$ cat src/rtl/tile_draw_scheduler_if.sv
// Bundles the requester/drawer-facing signals of the tile draw scheduler.
// The scheduler takes the slave view; the requesters plus drawer take the master view.
interface tile_draw_scheduler_if;
    logic [3:0]  req;
    logic [31:0] req_x;
    logic [27:0] req_y;
    logic [11:0] req_c;
    logic [3:0]  req_au;
    logic [3:0]  ack;
    logic [3:0]  err;
    logic        busy;
    logic [1:0]  grant_id;
    logic        go;
    logic [7:0]  x_out;
    logic [6:0]  y_out;
    logic [2:0]  c_out;
    logic        au_out;
    logic        done;

    modport slave (
        input  req, req_x, req_y, req_c, req_au, done,
        output ack, err, busy, grant_id, go, x_out, y_out, c_out, au_out
    );

    modport master (
        output req, req_x, req_y, req_c, req_au, done,
        input  ack, err, busy, grant_id, go, x_out, y_out, c_out, au_out
    );
endinterface

$ cat src/rtl/tile_draw_scheduler.sv
// Round-robin arbiter that hands one of four draw requests at a time to a 4x4
// square drawer, holds its operands, and reports completion or timeout back.
module tile_draw_scheduler #(
    parameter int unsigned TIMEOUT_CYC = 64
) (
    input  logic                  CLOCK_50,
    input  logic                  reset,
    tile_draw_scheduler_if.slave  bus
);

    localparam int unsigned CNT_W = $clog2(TIMEOUT_CYC) + 1;
    localparam logic [CNT_W-1:0] CNT_LAST = CNT_W'(TIMEOUT_CYC - 1);

    typedef enum logic [2:0] {
        ST_IDLE  = 3'd0,
        ST_ISSUE = 3'd1,
        ST_WAIT  = 3'd2,
        ST_ACK   = 3'd3,
        ST_ABORT = 3'd4
    } state_t;

    function automatic logic [3:0] onehot4(input logic [1:0] id);
        onehot4 = 4'b0001 << id;
    endfunction

    state_t           state_q, state_d;
    logic [1:0]       ptr_q, ptr_d;
    logic [1:0]       grant_q, grant_d;
    logic [CNT_W-1:0] cnt_q, cnt_d;
    logic [7:0]       x_q, x_d;
    logic [6:0]       y_q, y_d;
    logic [2:0]       c_q, c_d;
    logic             au_q, au_d;
    logic             go_q, go_d;
    logic             busy_q, busy_d;
    logic [3:0]       ack_q, ack_d;
    logic [3:0]       err_q, err_d;

    logic             pick_valid_s;
    logic [1:0]       pick_id_s;
    logic [1:0]       idx_s;
    logic [7:0]       x_arr_s [4];
    logic [6:0]       y_arr_s [4];
    logic [2:0]       c_arr_s [4];

    // Unpack the per-requester operand lanes so they can be picked by index.
    always_comb begin
        for (int k = 0; k < 4; k++) begin
            x_arr_s[k] = bus.req_x[8*k +: 8];
            y_arr_s[k] = bus.req_y[7*k +: 7];
            c_arr_s[k] = bus.req_c[3*k +: 3];
        end
    end

    // Round-robin search: first asserted request at or after ptr, wrapping mod 4.
    always_comb begin
        pick_valid_s = 1'b0;
        pick_id_s    = 2'd0;
        idx_s        = 2'd0;
        for (int k = 0; k < 4; k++) begin
            idx_s = ptr_q + 2'(k);
            if (!pick_valid_s && bus.req[idx_s]) begin
                pick_valid_s = 1'b1;
                pick_id_s    = idx_s;
            end else begin
                pick_valid_s = pick_valid_s;
            end
        end
    end

    // Next-state, operand capture and output pulse decode.
    always_comb begin
        state_d = state_q;
        ptr_d   = ptr_q;
        grant_d = grant_q;
        cnt_d   = cnt_q;
        x_d     = x_q;
        y_d     = y_q;
        c_d     = c_q;
        au_d    = au_q;

        case (state_q)
            ST_IDLE: begin
                if (pick_valid_s) begin
                    state_d = ST_ISSUE;
                    grant_d = pick_id_s;
                    ptr_d   = pick_id_s + 2'd1;
                    cnt_d   = {CNT_W{1'b0}};
                    x_d     = x_arr_s[pick_id_s];
                    y_d     = y_arr_s[pick_id_s];
                    c_d     = c_arr_s[pick_id_s];
                    au_d    = bus.req_au[pick_id_s];
                end else begin
                    state_d = ST_IDLE;
                end
            end
            ST_ISSUE: begin
                state_d = ST_WAIT;
                cnt_d   = {CNT_W{1'b0}};
            end
            ST_WAIT: begin
                cnt_d = cnt_q + {{(CNT_W-1){1'b0}}, 1'b1};
                // A done arriving on the last timeout cycle still counts as success.
                if (bus.done) begin
                    state_d = ST_ACK;
                end else if (cnt_d >= CNT_LAST) begin
                    state_d = ST_ABORT;
                end else begin
                    state_d = ST_WAIT;
                end
            end
            ST_ACK: begin
                state_d = ST_IDLE;
            end
            ST_ABORT: begin
                state_d = ST_IDLE;
            end
            default: begin
                state_d = ST_IDLE;
            end
        endcase

        // Outputs are registered from the next state so they line up with it.
        go_d   = (state_d == ST_ISSUE);
        busy_d = (state_d != ST_IDLE);
        ack_d  = (state_d == ST_ACK)   ? onehot4(grant_d) : 4'b0000;
        err_d  = (state_d == ST_ABORT) ? onehot4(grant_d) : 4'b0000;
    end

    // State, operand and output registers.
    always_ff @(posedge CLOCK_50 or posedge reset) begin
        if (reset) begin
            state_q <= ST_IDLE;
            ptr_q   <= 2'd0;
            grant_q <= 2'd0;
            cnt_q   <= {CNT_W{1'b0}};
            x_q     <= 8'd0;
            y_q     <= 7'd0;
            c_q     <= 3'd0;
            au_q    <= 1'b0;
            go_q    <= 1'b0;
            busy_q  <= 1'b0;
            ack_q   <= 4'b0000;
            err_q   <= 4'b0000;
        end else begin
            state_q <= state_d;
            ptr_q   <= ptr_d;
            grant_q <= grant_d;
            cnt_q   <= cnt_d;
            x_q     <= x_d;
            y_q     <= y_d;
            c_q     <= c_d;
            au_q    <= au_d;
            go_q    <= go_d;
            busy_q  <= busy_d;
            ack_q   <= ack_d;
            err_q   <= err_d;
        end
    end

    assign bus.ack      = ack_q;
    assign bus.err      = err_q;
    assign bus.busy     = busy_q;
    assign bus.grant_id = grant_q;
    assign bus.go       = go_q;
    assign bus.x_out    = x_q;
    assign bus.y_out    = y_q;
    assign bus.c_out    = c_q;
    assign bus.au_out   = au_q;

endmodule

$ cat src/flat_wrapper.sv
// flat-port wrapper written by rule: the top's interface ports become plain ports
module tile_draw_scheduler_flat 
#(
    parameter int unsigned TIMEOUT_CYC = 64
)
  (CLOCK_50, reset, bus_req, bus_req_x, bus_req_y, bus_req_c, bus_req_au, bus_done, bus_ack, bus_err, bus_busy, bus_grant_id, bus_go, bus_x_out, bus_y_out, bus_c_out, bus_au_out);
  tile_draw_scheduler_if bus_i ();
  input  logic CLOCK_50;
  input  logic reset;
  input wire logic [$bits(bus_i.req)-1:0] bus_req;
  input wire logic [$bits(bus_i.req_x)-1:0] bus_req_x;
  input wire logic [$bits(bus_i.req_y)-1:0] bus_req_y;
  input wire logic [$bits(bus_i.req_c)-1:0] bus_req_c;
  input wire logic [$bits(bus_i.req_au)-1:0] bus_req_au;
  input wire logic [$bits(bus_i.done)-1:0] bus_done;
  output wire logic [$bits(bus_i.ack)-1:0] bus_ack;
  output wire logic [$bits(bus_i.err)-1:0] bus_err;
  output wire logic [$bits(bus_i.busy)-1:0] bus_busy;
  output wire logic [$bits(bus_i.grant_id)-1:0] bus_grant_id;
  output wire logic [$bits(bus_i.go)-1:0] bus_go;
  output wire logic [$bits(bus_i.x_out)-1:0] bus_x_out;
  output wire logic [$bits(bus_i.y_out)-1:0] bus_y_out;
  output wire logic [$bits(bus_i.c_out)-1:0] bus_c_out;
  output wire logic [$bits(bus_i.au_out)-1:0] bus_au_out;
  assign bus_i.req = bus_req;
  assign bus_i.req_x = bus_req_x;
  assign bus_i.req_y = bus_req_y;
  assign bus_i.req_c = bus_req_c;
  assign bus_i.req_au = bus_req_au;
  assign bus_i.done = bus_done;
  assign bus_ack = bus_i.ack;
  assign bus_err = bus_i.err;
  assign bus_busy = bus_i.busy;
  assign bus_grant_id = bus_i.grant_id;
  assign bus_go = bus_i.go;
  assign bus_x_out = bus_i.x_out;
  assign bus_y_out = bus_i.y_out;
  assign bus_c_out = bus_i.c_out;
  assign bus_au_out = bus_i.au_out;
  tile_draw_scheduler #(.TIMEOUT_CYC(TIMEOUT_CYC)) u_core (.CLOCK_50(CLOCK_50), .reset(reset), .bus(bus_i));
endmodule
$ cat config.mk
export PLATFORM = sky130hd
export DESIGN_NAME = tile_draw_scheduler_flat
export DESIGN_NICKNAME = d
export VERILOG_FILES = /design/src/rtl/tile_draw_scheduler_if.sv /design/src/rtl/tile_draw_scheduler.sv /design/src/flat_wrapper.sv
export SDC_FILE = /design/constraint.sdc
export NUM_CORES = 1
export LEC_CHECK = 0
export CAP_MARGIN = 30
export CORE_ASPECT_RATIO = 0.5
export CORE_MARGIN = 2
export CORE_UTILIZATION = 40
export DETAILED_ROUTE_END_ITERATION = 6
export GPL_TIMING_DRIVEN = 1
export PLACE_DENSITY = 0.8
export SETUP_SLACK_MARGIN = 0.15
export SLEW_MARGIN = 20
export SYNTH_ARGS = -nofsm -noshare
export SYNTH_HDL_FRONTEND = slang
export SYNTH_SLANG_ARGS = --single-unit
$ cat constraint.sdc
create_clock -name CLOCK_50 -period 2.2 [get_ports CLOCK_50]
set_input_delay 0.22 -clock CLOCK_50 [delete_from_list [all_inputs] [get_ports CLOCK_50]]
set_output_delay 0.22 -clock CLOCK_50 [all_outputs]
set_load 0.01 [all_outputs]
### Word-level counts from Yosys, hierarchy flattened

Cells that the tools add are included.

* word-level logic and storage cells: 80
* input bits: 83
* output and inout port bits: 31
* flip-flop bits (word level): 43

* equal/unequal tests: 6
* order comparisons: 7
* bitwise gates (word level): 1
* reductions and logical operators: 11
* muxes and demuxes: 37
* shift-type cells: 1
* $add $sub $neg: 5

Operators with widths (number)
* $mux 7: 3
* $pmux 7 s3: 1
* $bmux 8 s2: 1
* $mux 8: 2
* $lt 2x3->1 const B: 5
* $bmux 7 s2: 1
* $mux 2: 6
* $mux 3: 4
* $bmux 1 s2: 5
* $mux 1: 10
* $pmux 3 s3: 1
* $mux 4: 2
* $add 7x1->7 const B: 1
* $ge 7x6->1 const B: 1
* $bmux 3 s2: 1
* $eq 3x1->1 const B: 2
* $eq 3x2->1 const B: 2
* $reduce_bool 3->1: 2
* $add 2x1->2 const B: 2
* $add 2x2->2 const B: 2
* $reduce_and 2->1: 2
* $shl 1x2->4 const A: 1
* $eq 3x3->1 const B: 1
* $ge 3x3->1 const B: 1
* other kinds (5): 9

### Depth between registers and ports, before layout

Gate-level depths: netlist of run 1.

* depth after elaboration: 16
* mapped depth: 8
* depth with buffers taken out: 6

### Least setup slack after synthesis of run 1

OpenSTA, ideal clock, no wires.

* path type: flip-flop to flip-flop
* start point: register u_core.state_q[0]
* end point: register u_core.err_q[1], in the netlist u_core.bus.err[1]
* cell stages (with the launch flop): 6
* data arrival time: 1653 ps
* period minus slack after synthesis: 1734 ps
* required time: 2119 ps
* buffers on the path: 1
* library setup time: 81 ps
* path slack: 466 ps
* path through: dfrtp_1 > or4_1 > buf_2 > a221o_1 > o22a_1 > nor3_2

* cells in the longest elaborated chain, start to end: 4
* elaborated cells between the ends (all ways): 8
* those cells by class: 3 x eq/ne; 1 x shift; 3 x mux; 1 x reduce/logical

RTL lines
* start, declared: line tile_draw_scheduler.sv:26 `state_t state_q, state_d;`
* start signal, assigned: line tile_draw_scheduler.sv:146 `state_q <= state_d;`
* $eq 3x2->1, or another cell as far along: line tile_draw_scheduler.sv:82 `case (state_q)`
* $pmux 3 s3 / $mux 2 (equally long branches): line tile_draw_scheduler.sv:82
* $eq 3x3->1 / $shl 1x2->4 (equally long branches): line tile_draw_scheduler.sv:127, tile_draw_scheduler.sv:23
* $mux 4 (*): line tile_draw_scheduler.sv:127 `err_d = (state_d == ST_ABORT) ? onehot4(grant_d) : 4'b0000;`
* net u_core.err_d[1]: line tile_draw_scheduler.sv:37 `logic [3:0] err_q, err_d;`
* end signal, assigned: line tile_draw_scheduler.sv:157 `err_q <= err_d;`
* end, declared: line tile_draw_scheduler.sv:37

The timed path passes the listed nets; every way through them passes the cells marked *.
A chain may end at the register's enable or synchronous reset.

### Final worst setup path of run 1

* start point: input port bus_req[0]
* end point: register u_core.x_q[2], in the netlist u_core.bus.x_out[2]

* cells in the longest elaborated chain, start to end: 16
* elaborated cells between the ends (all ways): 27
* those cells by class: 19 x mux; 1 x bitwise; 7 x reduce/logical

RTL lines
* start, declared: line flat_wrapper.sv:10 `input wire logic [$bits(bus_i.req)-1:0] bus_req;`
* $bmux 1 s2: line tile_draw_scheduler.sv:62 `if (!pick_valid_s && bus.req[idx_s]) begin`
* $mux 1 (not written as such): line tile_draw_scheduler.sv:62
* $mux 1: line tile_draw_scheduler.sv:62
* $logic_not 1->1: line tile_draw_scheduler.sv:62
* $logic_and 1x1->1: line tile_draw_scheduler.sv:62
* $mux 1: line tile_draw_scheduler.sv:62
* $logic_not 1->1: line tile_draw_scheduler.sv:62
* $logic_and 1x1->1: line tile_draw_scheduler.sv:62
* $mux 1: line tile_draw_scheduler.sv:62
* $logic_not 1->1: line tile_draw_scheduler.sv:62
* $logic_and 1x1->1: line tile_draw_scheduler.sv:62
* $mux 2: line tile_draw_scheduler.sv:62
* $not 2->3 (not written as such): line tile_draw_scheduler.sv:89 `x_d = x_arr_s[pick_id_s];`
* $bmux 8 s2: line tile_draw_scheduler.sv:89
* $mux 8 (not written as such) (2 in a row): line tile_draw_scheduler.sv:89
* end signal, assigned: line tile_draw_scheduler.sv:137 `x_q <= 8'd0;`
* end signal, assigned: line tile_draw_scheduler.sv:150 `x_q <= x_d;`
* end, declared: line tile_draw_scheduler.sv:30 `logic [7:0] x_q, x_d;`

Parallel ways exist; a longest one is shown, timed or not. The select of a mux whose other input is x is not followed.

==> results.json, run 1 <==
{
  "outcome": "finished clean",
  "synth_cell_types": 37,
  "syn_inst": 224,
  "cp.required_ns": 2.35,
  "utilization": 0.679,
  "clkTransAtPathRegs_ns": 0.06,
  "portBuffers": 113,
  "cts-root-buf": "clkbuf_16",
  "min_period_over_period": 0.857,
  "synth_edf_count": 0,
  "drtIter0Drc": 66,
  "rows": 19,
  "num_vias": 2207,
  "dp_slack_ns": 0.0136,
  "rr_endpoint": "u_core.bus.x_out[2]$_DFFE_PP0P_",
  "clk_latency_ns": 0.28,
  "htreeDepth": 2,
  "critPathMaxStageDelay_ns": 0.48,
  "syn_avg_cell_area_um2": 10.3,
  "pin_count": 114,
  "slew_headroom": 0.642,
  "regToRegSetupSlack_ns": 0.37,
  "setup_ws_ns": 0.315,
  "grt_pass1_wl_mm": 10.8,
  "hpwl_mm": 5.07,
  "area_growth_pct": 62.6,
  "ant_nets": 0,
  "cts.sinks": 43,
  "maxUsedRoutingLayer": "met4",
  "clockBufferDepth": 2,
  "crit_chain": "clkdlybuf4s50_1, nor2b_1, a211o_1, a21oi_4, buf_12, mux2i_1, o221ai_1",
  "ctsHoldBuffers": 0,
  "nNetsFinal": 426,
  "synthFlopType": "dfrtp_1",
  "dpl.cell_count": 407,
  "ys_ff_latch": 43,
  "cellLeakagePower_nw": 1.61,
  "drive_above_1_share": 0.0614,
  "cts.repair.resized": 0,
  "cap_viol_max_count": 0,
  "die_w_um": 111,
  "reg2reg_depth": 6,
  "wl_met1_mm": 2.66,
  "wl_per_cell_um": 15.9,
  "netlist_area_um2": 2300,
  "syn-num-nets": 309,
  "postCtsSetupBuffers": 0,
  "cp.arrival_ns": 2.04,
  "setup_viol": 0,
  "final_cells": 415,
  "power_mw": 4.31,
  "slew_viol_final": 0,
  "place.gp.congestion": 0.809,
  "startpoint_type": "input pin",
  "drc_errors": 0,
  "clock_skew_ns": 0.00475,
  "fin_crit_ns": 1.89,
  "initial_utilization": 0.418,
  "slowest_stage": "clkdlybuf4s50_1",
  "dr.pass1.iters": 4,
  "hp-class": "input pin to asynchronous set/reset pin",
  "p_per_area_nw_per_um2": 1150,
  "grt_use_total": 0.209,
  "vdd_drop_max_mv": 0.552,
  "timing.fmax_mhz": 530,
  "drt_wl_total_mm": 6.58,
  "crit_fanout": 20,
  "dieArea_um2": 6420,
  "grt_max_degree": 44,
  "cp-end-kind": "register",
  "cts_tree": "built",
  "diodes": 0,
  "wl_met2_mm": 3.63,
  "r2r-start": "u_core.ptr_q[0]$_DFFE_PP0P_",
  "final-hold-violation-count": 0,
  "critPathKind": "input pin to register",
  "ys_seq_area_frac": 0.467,
  "core-area_um2": 5520,
  "grt_overflow": 0,
  "antenna_found_initial": 0,
  "rsz0062_at_grt": "false",
  "setup-tns-final_ns": 0,
  "die_h_um": 57.7,
  "grt_pass1_vias": 2303,
  "cts_buffers": 5,
  "async_reset_ff_frac": 1.00,
  "wl_met3_um": 196,
  "vias_per_cell": 5.32,
  "worst_pin_slew_ns": 0.536,
  "yosysWarnings": 0
}
==> worst max-delay path by stage <==
stage                           startpoint                              end  slack [ns]  cells after the start
2_1_floorplan  u_core.state_q[0]$_DFF_PP0_      u_core.bus.err[1]$_DFF_PP0_        0.47                      5
3_3_place_gp                    bus_req[1]  u_core.bus.c_out[2]$_DFFE_PP0P_         0.1                      7
3_5_place_dp                    bus_req[1]  u_core.bus.c_out[0]$_DFFE_PP0P_        0.01                      7
4_1_cts                         bus_req[1]  u_core.bus.c_out[0]$_DFFE_PP0P_        0.31                      7
5_1_grt                         bus_req[0]  u_core.bus.x_out[2]$_DFFE_PP0P_        0.21                      7
6_report                        bus_req[0]  u_core.bus.x_out[2]$_DFFE_PP0P_        0.31                      7
==> cell usage in the layout, fill, tap and decap left out, types with 4 or more instances in the layout <==
cell,Yosys,layout
and4_1,4,4
buf_4,1,7
clkbuf_16,0,5
clkdlybuf4s50_1,0,113
dfrtp_1,43,43
inv_1,7,6
mux2i_1,38,38
nand2_1,37,37
nor2_1,13,13
o21ai_0,9,9
o221ai_1,20,20
xnor2_1,4,4
==> layer usage <==
layer	track usage	vias up
met4	0.0617	0
met2	0.412	44
met1	0.240	1088
li1	-	1066
met5	0	-
met3	0.0335	9
==> synth_stat cells, drive strengths merged (3+ instances only) <==
cell    instances  share of area
o22a            3          0.011
o21ai           9          0.020
clkbuf          6         0.0098
dfrtp          43           0.47
xnor2           4          0.015
nor2           13          0.021
and4            4          0.015
a21oi           3         0.0081
nand2          37          0.060
nand3           3         0.0065
buf             7          0.024
o221ai         20          0.076
inv             7          0.011
mux2i          38           0.17
==> sequential cells by signal, summed over array words and instances, names as in the netlist, 2 cells and up <==
register and count:
u_core.ptr_q 2, u_core.bus.ack 4, u_core.bus.grant_id 2, u_core.bus.err 4
u_core.bus.x_out 8, u_core.bus.c_out 3, u_core.cnt_q 7, u_core.bus.y_out 7
u_core.state_q 3
==> metrics by stage <==
step	area [µm²]	hold slack (ns)
floorplan	2300	0.389
global placement	3570	0.469
detailed placement	3570	0.477
CTS	3740	0.392
global route	3740	0.434
finish	3740	0.372
==> power breakdown <==
| part | internal (mW) | switching, mW | total (mW) |
|---|---|---|---|
| logic | 1.14 | 1.03 | 2.16 |
| registers | 1.07 | 0.201 | 1.27 |
| clock network | 0.570 | 0.308 | 0.878 |
==> area by class of cell <==
class                   instances  area [µm²]
well taps                      73        91.3
flip-flops and latches         43        1080
fillers                       449        1770
repair buffers                123        1240
clock inverters                 2        38.8
multi-input cells             160        1120
inverters                       8        31.3
clock buffers                   6         139
==> worst max-delay path, delay by kind of cell <==
kind | cells | cell delay, ns
simple gates | 1 | 0.18
buf+inv | 2 | 0.69
mux | 1 | 0.25
compound gates | 3 | 0.69
==> logic make-up (layout without fill, tap and decap cells) <==
kind of cell / count (synthesis) / after routing / synth area share
compound gates: 47 / 47 / 0.155
simple gates: 68 / 68 / 0.135
xor+xnor: 5 / 5 / 0.0190
flops: 43 / 43 / 0.467
buf+inv: 21 / 139 / 0.0478
fa+ha+maj: 2 / 2 / 0.0109
mux: 38 / 38 / 0.165
Note: power is estimated with default switching activity, not from simulation.
==> run 2, diff against run 1 <==
MAX_ROUTING_LAYER = met4   (was not set)
==> run 2 against run 1 <==
First-iteration DRC count increased by 4.5%. Critical endpoint is now u_core.bus.c_out[2]$_DFFE_PP0P_. Maximum frequency down 0.15%. Die area unchanged. Flip-flop and latch count stayed put. Count of clock-buffer cells in the layout unchanged. Routed wire length is 0.26% lower. Critical path depth unchanged. Final cell count unchanged. Core utilization did not move. Clock skew is essentially flat. Largest power group unchanged. Hold slack got worse by 0.0015 ns.
==> results.json, run 2 (synthesis results as in run 1) <==
{
  "outcome": "finished clean",
  "p_int_mw": 2.78,
  "multiInputGateArea_um2": 1120,
  "cts.repair.resized": 0,
  "num_vias": 2206,
  "hold_ws_ns": 0.371,
  "ant_nets": 0,
  "power_mw": 4.31,
  "drt_wl_total_mm": 6.56,
  "setup-tns-final_ns": 0,
  "combPwrFrac": 0.502,
  "grt_overflow": 0,
  "p_per_area_nw_per_um2": 1150,
  "crit_chain": "clkdlybuf4s50_1, nor2b_1, a211o_1, a21oi_4, buf_12, mux2i_1, o221ai_1",
  "cp.arrival_ns": 2.04,
  "cts_buffers": 5,
  "worst_pin_slew_ns": 0.534,
  "ctsHoldBuffers": 0,
  "most-common-layout-cells": "113 x clkdlybuf4s50_1, 43 x dfrtp_1, 38 x mux2i_1, 37 x nand2_1, 20 x o221ai_1",
  "pin_count": 114,
  "layout_commonest_cell": "clkdlybuf4s50_1",
  "setup_viol": 0,
  "cellLeakagePower_nw": 1.61,
  "rsz0062_at_grt": "false",
  "grt_pass1_vias": 2298,
  "critPathTopFamily": "compound AO/OA/AOI/OAI gates",
  "die_h_um": 57.7,
  "hp-class": "input pin to asynchronous set/reset pin",
  "drc_errors": 0,
  "postCtsSetupBuffers": 0,
  "n_fill_cell": 449,
  "vias_per_cell": 5.32,
  "grt_max_degree": 44,
  "clk_latency_ns": 0.28,
  "vdd_drop_max_mv": 0.551,
  "clockBufferDepth": 2,
  "initial_utilization": 0.418,
  "drtIter0Drc": 69,
  "die_w_um": 111,
  "timing.fmax_mhz": 530,
  "final_cells": 415,
  "placement.cell_area_um2": 3570,
  "critPathMaxStageDelay_ns": 0.48,
  "path_buf_inv": 2,
  "largest_reg_flops": 8,
  "place.gp.congestion": 0.821,
  "portBuffers": 113,
  "cts_tree": "built",
  "dr.pass1.iters": 4,
  "cap_viol_max_count": 0,
  "critPathKind": "input pin to register",
  "grt_pass1_wl_mm": 10.8,
  "utilization": 0.679,
  "cp-end-kind": "register",
  "setup_ws_ns": 0.312,
  "core-area_um2": 5520,
  "area_growth_pct": 62.6,
  "startpoint_type": "input pin",
  "cts.sinks": 43,
  "fin_crit_ns": 1.89,
  "slowest_stage": "clkdlybuf4s50_1",
  "crit_fanout": 18,
  "drive_above_1_share": 0.0614,
  "diodes": 0,
  "switching_share": 0.355,
  "slew_viol_final": 0,
  "dp_slack_ns": 0.0136,
  "p_switching_mw": 1.53,
  "antenna_found_initial": 0,
  "min_period_over_period": 0.858,
  "rows": 19,
  "htreeDepth": 2,
  "grt_use_total": 0.216,
  "stdcell_area_um2": 3740,
  "area.sequential_um2": 1080,
  "slew_headroom": 0.644,
  "cp.required_ns": 2.35,
  "wl_per_cell_um": 15.8,
  "dpl.cell_count": 407,
  "clock_skew_ns": 0.00436,
  "final-hold-violation-count": 0,
  "hpwl_mm": 5.07,
  "cts-root-buf": "clkbuf_16",
  "nNetsFinal": 426,
  "seqPwrFrac": 0.294,
  "dieArea_um2": 6420,
  "power.share.clock": 0.204,
  "clkTransAtPathRegs_ns": 0.06
}
## run 2: cell counts in the layout (fill, tap and decap cells not counted)
Identical to the previous run, type by type.
## run 2: cell type report
cell class / instances / share of cell area
Clock buffer: 6 / 0.0371
Sequential cell: 43 / 0.287
Timing Repair Buffer: 123 / 0.332
Tap cell: 73 / 0.0244
Multi-Input combinational cell: 160 / 0.300
Inverter: 8 / 0.00835
Clock inverter: 2 / 0.0104
## run 2: worst paths after layout
check                                                startpoint                              end  slack, ns  depth (start not counted)
worst min-delay path                                      reset      u_core.cnt_q[3]$_DFFE_PP0P_       0.37                          3
worst max register to register      u_core.ptr_q[0]$_DFFE_PP0P_  u_core.bus.c_out[2]$_DFFE_PP0P_       0.37                          6
min in group CLOCK_50           u_core.bus.x_out[2]$_DFFE_PP0P_  u_core.bus.x_out[2]$_DFFE_PP0P_       0.49                          2
worst min register to register  u_core.bus.x_out[2]$_DFFE_PP0P_  u_core.bus.x_out[2]$_DFFE_PP0P_       0.49                          2
max in group asynchronous                                 reset  u_core.bus.x_out[3]$_DFFE_PP0P_       1.46                          3
worst max-delay path                                 bus_req[0]  u_core.bus.c_out[2]$_DFFE_PP0P_       0.31                          7
## run 2: routing by layer
metal | part of all wire | global-route usage | up-vias | routed length, µm
met1 | 0.40 | 0.240 | 1086 | 2630
met2 | 0.56 | 0.411 | 44 | 3640
met5 | 0 | - | - | 0
li1 | - | - | 1067 | -
met4 | 0.014 | 0.0617 | 0 | 91
met3 | 0.030 | 0.0335 | 9 | 199
## run 2: worst min-delay path, cell delays in order
cell and delay, ns:
clkdlybuf4s50_1 0.40, clkinv_1 0.04, buf_4 0.45
## run 2: power groups by stage
stage | clock network, mW | logic [mW] | registers, mW
2_1_floorplan | 0 | 1.13 | 1.35
3_3_place_gp | 0 | 2.10 | 1.26
3_5_place_dp | 0 | 2.16 | 1.27
4_1_cts | 0.894 | 2.18 | 1.27
5_1_grt | 0.928 | 2.34 | 1.31
6_report | 0.879 | 2.16 | 1.27
==> run 3, diff against run 2 <==
CORE_UTILIZATION = 32   (was 40)
PLACE_DENSITY = 0.66   (was 0.8)
==> run 3 against run 2 <==
Core utilization is 13 points lower. Setup slack worse by 0.012 ns. Sequential power hardly changed. Critical path depth stayed put. First-iteration DRC count is 7.2% higher.
==> results.json, run 3 (synthesis results as in run 1) <==
{
  "setup_ws_ns": 0.300,
  "cts_tree": "built",
  "hpwl_mm": 4.82,
  "regToRegSetupSlack_ns": 0.35,
  "cellLeakagePower_nw": 1.59,
  "die_w_um": 124,
  "area_growth_pct": 61.9,
  "reg2reg_depth": 6,
  "wl_per_cell_um": 14.6,
  "ant_nets": 0,
  "drive_above_1_share": 0.0531,
  "pin_count": 114,
  "cp.arrival_ns": 2.05,
  "drc_errors": 0,
  "cts.sinks": 43,
  "layout_commonest_cell": "clkdlybuf4s50_1",
  "drtIter0Drc": 74,
  "rsz0062_at_grt": "false",
  "cap_viol_max_count": 0,
  "grt_overflow": 0,
  "portBuffers": 113,
  "final-hold-violation-count": 0,
  "critPathKind": "input pin to register",
  "critPathTopFamily": "buffers and inverters",
  "clkTransAtPathRegs_ns": 0.06,
  "crit_fanout": 38,
  "postCtsSetupBuffers": 0,
  "slowest_stage": "clkdlybuf4s50_1",
  "path_buf_inv": 3,
  "min_period_over_period": 0.863,
  "cts-root-buf": "clkbuf_16",
  "initial_utilization": 0.337,
  "critPathMaxStageDelay_ns": 0.56,
  "grt_pass1_wl_mm": 10.3,
  "rows": 21,
  "crit_chain": "clkdlybuf4s50_1, inv_1, a211o_1, a21oi_4, buf_12, mux2i_1, o221ai_1",
  "power_mw": 4.19,
  "cp.required_ns": 2.35,
  "n_fill_cell": 596,
  "ctsHoldBuffers": 0,
  "vdd_drop_max_mv": 0.481,
  "dp_slack_ns": -0.00132,
  "r2r-start": "u_core.ptr_q[0]$_DFFE_PP0P_",
  "vias_per_cell": 4.93,
  "dieArea_um2": 7930,
  "dr.pass1.iters": 4,
  "slew_viol_final": 0,
  "slew_headroom": 0.644,
  "core-area_um2": 6830,
  "htreeDepth": 2,
  "rr_endpoint": "u_core.bus.x_out[2]$_DFFE_PP0P_",
  "grt_use_total": 0.174,
  "cts.repair.resized": 0,
  "grt_pass1_vias": 2119,
  "drt_wl_total_mm": 6.31,
  "clk_latency_ns": 0.29,
  "clockBufferDepth": 2,
  "num_vias": 2124,
  "worst_pin_slew_ns": 0.535,
  "p_per_area_nw_per_um2": 1120,
  "setup_viol": 0,
  "clock_skew_ns": 0.00487,
  "hp-class": "input pin to asynchronous set/reset pin",
  "largest_reg_flops": 8,
  "nNetsFinal": 423,
  "grt_max_degree": 44,
  "outcome": "finished clean",
  "cp-end-kind": "register",
  "timing.fmax_mhz": 526,
  "most-common-layout-cells": "113 x clkdlybuf4s50_1, 43 x dfrtp_1, 38 x mux2i_1, 37 x nand2_1, 20 x o221ai_1",
  "cts_buffers": 5,
  "die_h_um": 64.0,
  "antenna_found_initial": 0,
  "setup-tns-final_ns": 0,
  "startpoint_type": "input pin",
  "fin_crit_ns": 1.90,
  "diodes": 0,
  "place.gp.congestion": 0.790
}
==> run 3: cell count changes in the layout (fill, tap and decap cells not counted), sizes merged <==
cell,previous run,this run
buf,10,7
clkinv,2,3
inv,7,6
==> run 3: final cells by class <==
| class | instances | area [µm²] | share of cell area |
|---|---|---|---|
| Multi-Input combinational cell | 160 | 1120 | 0.302 |
| Clock inverter | 2 | 35.0 | 0.00939 |
| Tap cell | 92 | 115 | 0.0309 |
| Sequential cell | 43 | 1080 | 0.288 |
| Inverter | 8 | 31.3 | 0.00839 |
| Timing Repair Buffer | 120 | 1210 | 0.324 |
| Clock buffer | 6 | 139 | 0.0372 |
==> run 3: how the worst max path moves through the flow <==
stage / startpoint / end / slack [ns] / cells past startpoint
floorplan: u_core.state_q[0]$_DFF_PP0_ / u_core.bus.err[1]$_DFF_PP0_ / 0.47 / 5
global placement: bus_req[1] / u_core.bus.x_out[0]$_DFFE_PP0P_ / 0.07 / 7
detailed placement: bus_req[1] / u_core.bus.x_out[0]$_DFFE_PP0P_ / -0.001 / 7
CTS: bus_req[1] / u_core.bus.x_out[2]$_DFFE_PP0P_ / 0.30 / 7
global route: bus_req[1] / u_core.bus.x_out[0]$_DFFE_PP0P_ / 0.19 / 7
finish: bus_req[1] / u_core.bus.x_out[2]$_DFFE_PP0P_ / 0.30 / 7
==> run 3: through the flow <==
step | cells | util | hold WS, ns | instance area [µm²]
6_report | 431 | 0.546 | 0.372 | 3730
4_1_cts | 431 | 0.546 | 0.391 | 3730
3_5_place_dp | 423 | 0.521 | 0.472 | 3560
2_1_floorplan | 224 | - | 0.389 | 2300
5_1_grt | 431 | 0.546 | 0.430 | 3730
3_3_place_gp | 423 | 0.521 | 0.471 | 3560
==> run 3: where the power goes <==
| group | internal, mW | switching (mW) |
|---|---|---|
| Combinational | 1.08 | 0.972 |
| Clock | 0.564 | 0.298 |
| Sequential | 1.07 | 0.209 |
| Total | 2.71 | 1.48 |
==> run 3: per-layer routing <==
metal,up-vias,share of wire,global-route usage,wire (µm)
li1,1053,-,-,-
met1,1029,0.41,0.207,2600
met2,37,0.54,0.297,3410
met3,5,0.038,0.0402,238
met4,0,0.010,0.0506,66
met5,-,0,-,0
==> run 3: worst min-delay path: stages <==
cell             delay [ns]
clkdlybuf4s50_1        0.40
clkinv_1               0.05
buf_4                  0.45
==> RTL change 1, RTL diff (settings of run 2) <==
`TIMEOUT_CYC` is set to 64 in 2 places; all go to 32.
--- a/src/rtl/tile_draw_scheduler.sv
+++ b/src/rtl/tile_draw_scheduler.sv
@@ -1,7 +1,7 @@
 // Round-robin arbiter that hands one of four draw requests at a time to a 4x4
 // square drawer, holds its operands, and reports completion or timeout back.
 module tile_draw_scheduler #(
-    parameter int unsigned TIMEOUT_CYC = 64
+    parameter int unsigned TIMEOUT_CYC = 32
 ) (
     input  logic                  CLOCK_50,
     input  logic                  reset,
--- a/src/flat_wrapper.sv
+++ b/src/flat_wrapper.sv
@@ -1,7 +1,7 @@
 // flat-port wrapper written by rule: the top's interface ports become plain ports
 module tile_draw_scheduler_flat 
 #(
-    parameter int unsigned TIMEOUT_CYC = 64
+    parameter int unsigned TIMEOUT_CYC = 32
 )
   (CLOCK_50, reset, bus_req, bus_req_x, bus_req_y, bus_req_c, bus_req_au, bus_done, bus_ack, bus_err, bus_busy, bus_grant_id, bus_go, bus_x_out, bus_y_out, bus_c_out, bus_au_out);
   tile_draw_scheduler_if bus_i ();
Formal check against the unedited RTL: same outputs for any inputs over 10 cycles, from zero or initial values and one cycle with reset high; that may be too few to reach the edited logic, so the function may still have changed.
==> RTL change 1 against run 2 <==
Count of clock-buffer cells in the layout stayed put; first-iteration DRC count is 25% higher; fmax is 0.81% lower; setup slack worse by 15 ps; critical path depth stayed put; synthesized area is 1.1% lower; cell area is 2.4% lower; routed wire length is 1.7% lower; sequential cell count is 1 lower; sequential share of layout area hardly changed; non-clock buffer count is 3 lower; power is 3.7% lower; critical path type unchanged; largest power group unchanged; highest routed layer unchanged.
==> RTL change 1: results (changes against run 2) <==
* Outcome: completed (unchanged)
* Area contributors post-synth: dfrtp_1 46%, mux2i_1 17%, o221ai_1 7.3% (was dfrtp_1 47%, mux2i_1 17%, o221ai_1 7.6%)
* Metal3 WL at 264 um (was 199 um)
* Top layer in use: met4 (unchanged)
* Slew @ Worst Pin at 524 ps (was 534 ps)
* Combinational cell power at 0.00216 W (about the same)
* Pleak at 1.63 nW (was 1.61 nW)
* CTS clk-pin slew, worst paths at 60 ps (about the same)
* Final hold slack at 371 ps (about the same)
* First-pass GRT wire length at 10400 um (was 10800 um)
* Post-CTS setup buffer count at 0 (unchanged)
* Root Buffer: clkbuf_16 (unchanged)
* H-tree depth at 2 (unchanged)
* Clk pwr share at 18.0% (was 20.4%)
* Clock Skew at 5.99 ps (was 4.36 ps)
* Global-route usage over all layers at 21.5% (was 21.6%)
* Vias in the first global route at 2162 (was 2298)
* Dpl cells at 397 (was 407)
* Top FF cell, synth: dfrtp_1 (unchanged)
* Cts repair resizes at 0 (unchanged)
* Cts bufs inserted at 5 (unchanged)
* YS warnings at 0 (unchanged)
* Ant diodes at 0 (unchanged)
* Largest net degree at the start of global routing at 43 (was 44)
* Most frequent cells after synthesis: 42 x dfrtp_1, 38 x mux2i_1, 32 x nand2_1 (was 43 x dfrtp_1, 38 x mux2i_1, 37 x nand2_1)
* Synth Instances at 215 (was 224)
* Layout net count at 416 (was 426)
* Number of buffers added on ports at 113 (unchanged)
* WL met2 at 3470 um (was 3640 um)
* Hold Path Class: in2async (unchanged)
* Crit-path slowest cell: clkdlybuf4s50_1 (unchanged)
* Flip-flop count of the largest register after layout at 8 (unchanged)
* Clock latency on the worst-skew pair at 280 ps (about the same)
* Final wirelength at 6450 um (was 6560 um)
* Detailed Route Iter0 Violations at 86 (was 69)
* Int Pwr at 0.00261 W (was 0.00278 W)
* Reg2Reg Setup Slack at 460 ps (was 370 ps)
* Final HPWL DP at 4910 um (was 5070 um)
* Met1 usage at 25.8% (was 24.0%)
* Placed instance area at 0.00350 mm^2 (was 0.00357 mm^2)
* Async SR Flop Fraction at 100% (unchanged)
* DRT met1 WL at 2650 um (was 2630 um)
* Worst-path fanout max at 23 (was 18)
* Largest stage delay, worst path at 590 ps (was 480 ps)
* Register area share after synthesis at 46.2% (was 46.7%)
* Initial antenna violation count at 0 (unchanged)
* Net Count, Synth at 300 (was 309)
* Met3 usage at 4.25% (was 3.35%)
* Fill cell count at 441 (was 449)
* Layout Cells excl Fill at 405 (was 415)
* Layout cells sized above 1 at 6.63% (was 6.14%)
* First-pass DRT Iterations at 4 (unchanged)
* Reg-to-Reg End: u_core.bus.y_out[0]$_DFFE_PP0P_ (was u_core.bus.c_out[2]$_DFFE_PP0P_)
* Placer Congestion at 0.807 (was 0.821)
* Vias per cell at 5.24 (was 5.32)
* Post-synthesis cell type count at 37 (unchanged)
* Grt met2 use at 37.9% (was 41.1%)
* CP arrival at 2040 ps (about the same)
* CTS Buffer Depth at 2 (unchanged)
* Max IR drop VDD at 505 uV (was 551 uV)
[RTL change 1: worst max-delay path by stage]
stage	slack, ps	depth (start not counted)	end	start
detailed placement	20	7	u_core.bus.y_out[2]$_DFFE_PP0P_	bus_req[3]
finish	300	7	u_core.bus.y_out[0]$_DFFE_PP0P_	bus_req[3]
global placement	90	7	u_core.bus.err[3]$_DFF_PP0_	bus_req[3]
CTS	320	7	u_core.bus.err[3]$_DFF_PP0_	bus_req[3]
floorplan	710	6	u_core.bus.au_out$_DFFE_PP0P_	u_core.ptr_q[1]$_DFFE_PP0P_
global route	210	7	u_core.bus.y_out[0]$_DFFE_PP0P_	bus_req[3]
[RTL change 1: per-stage QoR]
stage                     total power [W]  setup slack (ps)
after CTS                         0.00418               317
after global routing              0.00443               209
after global placement            0.00333              93.3
after detailed placement          0.00342              23.2
after floorplan                   0.00254               710
final                             0.00415               296
[RTL change 1: area by class of cell]
type | count | area [um^2] | area share (%)
Multi-Input combinational cell | 152 | 1100 | 30.1
Inverter | 10 | 40.0 | 1.10
Tap cell | 73 | 91.3 | 2.50
Timing Repair Buffer | 120 | 1220 | 33.4
Clock inverter | 2 | 12.5 | 0.342
Clock buffer | 6 | 139 | 3.80
Sequential cell | 42 | 1050 | 28.8
[RTL change 1: cell families (layout without fill, tap and decap cells)]
logic type | after synthesis | in the layout | synth area share, %
AO/OA/AOI/OAI | 45 | 45 | 14.6
XOR/XNOR | 4 | 4 | 1.54
adder cells (fa/ha/maj) | 2 | 2 | 1.10
buffers and inverters | 21 | 138 | 6.15
flip-flops | 42 | 42 | 46.2
multiplexers | 38 | 38 | 16.7
AND/OR/NAND/NOR | 63 | 63 | 13.7
[RTL change 1: worst max-delay path: cells and delay by family]
family | cells | cell delay, ps
compound gates | 3 | 750
buf+inv | 3 | 850
mux | 1 | 210
==> RTL change 2, RTL diff (flow settings as in run 2) <==
Made on the original files. Encoding of `state_t`: now Gray code (3 bits for 5 states).
--- a/src/rtl/tile_draw_scheduler.sv
+++ b/src/rtl/tile_draw_scheduler.sv
@@ -12,11 +12,11 @@
     localparam logic [CNT_W-1:0] CNT_LAST = CNT_W'(TIMEOUT_CYC - 1);
 
     typedef enum logic [2:0] {
-        ST_IDLE  = 3'd0,
-        ST_ISSUE = 3'd1,
-        ST_WAIT  = 3'd2,
-        ST_ACK   = 3'd3,
-        ST_ABORT = 3'd4
+        ST_IDLE  = 3'b000,
+        ST_ISSUE = 3'b001,
+        ST_WAIT  = 3'b011,
+        ST_ACK   = 3'b010,
+        ST_ABORT = 3'b110
     } state_t;
 
     function automatic logic [3:0] onehot4(input logic [1:0] id);
Formal check against the unedited RTL: no difference found for any inputs over 10 cycles, from zero or initial values and one cycle with reset high; not proved beyond that.
==> RTL change 2 against run 2 <==
The flow now finishes with violations (design-rule violations); setup slack lost 18 ps; synthesized area grew 3.2%; sequential cell count is the same; routed wire length grew 5.0%; cell area grew 3.1%; cell count grew 1.7%; power grew 3.8%; critical path depth is the same; highest routed layer unchanged.
==> RTL change 2: results (changes against run 2) <==
* Layout Cells excl Fill at 422 (was 415)
* Vias in the first global route at 2302 (was 2298)
* Adder-Cell Fraction of Synth Area at 1.05% (was 1.09%)
* Layout cells sized above 1 at 11.5% (was 6.14%)
* First-pass DRT Iterations at 7 (was 4)
* Met1 usage at 25.6% (was 24.0%)
* Net Count, Synth at 311 (was 309)
* Global-route usage over all layers at 21.9% (was 21.6%)
* Multi-input gate area at 0.00119 mm^2 (was 0.00112 mm^2)
* Non-Clock Inverter Count at 7 (was 8)
* Non-clock buffer share at 33.3% (was 33.2%)
* Layout net count at 433 (was 426)
* Residual DRC at 10 (was 0)
* Failing checks: design-rule violations
* Die X at 113 um (was 111 um)
* Post-synthesis cell type count at 38 (was 37)
* Routed WL per cell at 16.3 um (was 15.8 um)
* Crit-path leading delay family: buffers and inverters (was compound AO/OA/AOI/OAI gates)
* Vias per cell at 5.31 (was 5.32)
* DRT met1 WL at 2770 um (was 2630 um)
* Outcome: finished, violations left (was completed)
* Multi-input combinational cell count at 164 (was 160)
* Slew headroom at 58.0% (was 64.4%)
* Clock Skew at 1.62 ps (was 4.36 ps)
* Final HPWL DP at 5550 um (was 5070 um)
## RTL change 2: what timing repair did
item | CTS | global route
setup buffers | 0 | 0
gates resized for setup | 0 | 2
setup endpoints to repair | 0 | 2
## RTL change 2: through the flow
step           setup WS (ps)  setup TNS (ps)  cell area [um^2]
2_1_floorplan            547               0              2380
3_3_place_gp            77.5               0              3670
3_5_place_dp           -4.33           -4.33              3670
4_1_cts                  272               0              3850
5_1_grt                  161               0              3860
6_report                 294               0              3860
## RTL change 2: power groups by stage
stage	sequential (W)	clock, W	combinational, W
after detailed placement	0.00128	0	0.00227
after global placement	0.00126	0	0.00219
after floorplan	0.00134	0	0.00122
after global routing	0.00130	0.000987	0.00247
final	0.00127	0.000930	0.00228
after CTS	0.00126	0.000948	0.00228
## RTL change 2: final timing paths
| path | start | to | slack, ps | depth (start not counted) |
|---|---|---|---|---|
| worst min register to register | u_core.bus.y_out[5]$_DFFE_PP0P_ | u_core.bus.y_out[5]$_DFFE_PP0P_ | 490 | 2 |
| worst max-delay path | bus_req[1] | u_core.bus.x_out[3]$_DFFE_PP0P_ | 290 | 7 |
| worst max register to register | u_core.cnt_q[0]$_DFFE_PP0P_ | u_core.bus.err[0]$_DFF_PP0_ | 380 | 7 |
| min in group CLOCK_50 | u_core.bus.y_out[5]$_DFFE_PP0P_ | u_core.bus.y_out[5]$_DFFE_PP0P_ | 490 | 2 |
| max in group asynchronous | reset | u_core.bus.c_out[2]$_DFFE_PP0P_ | 1390 | 3 |
| worst min-delay path | reset | u_core.bus.y_out[4]$_DFFE_PP0P_ | 260 | 2 |
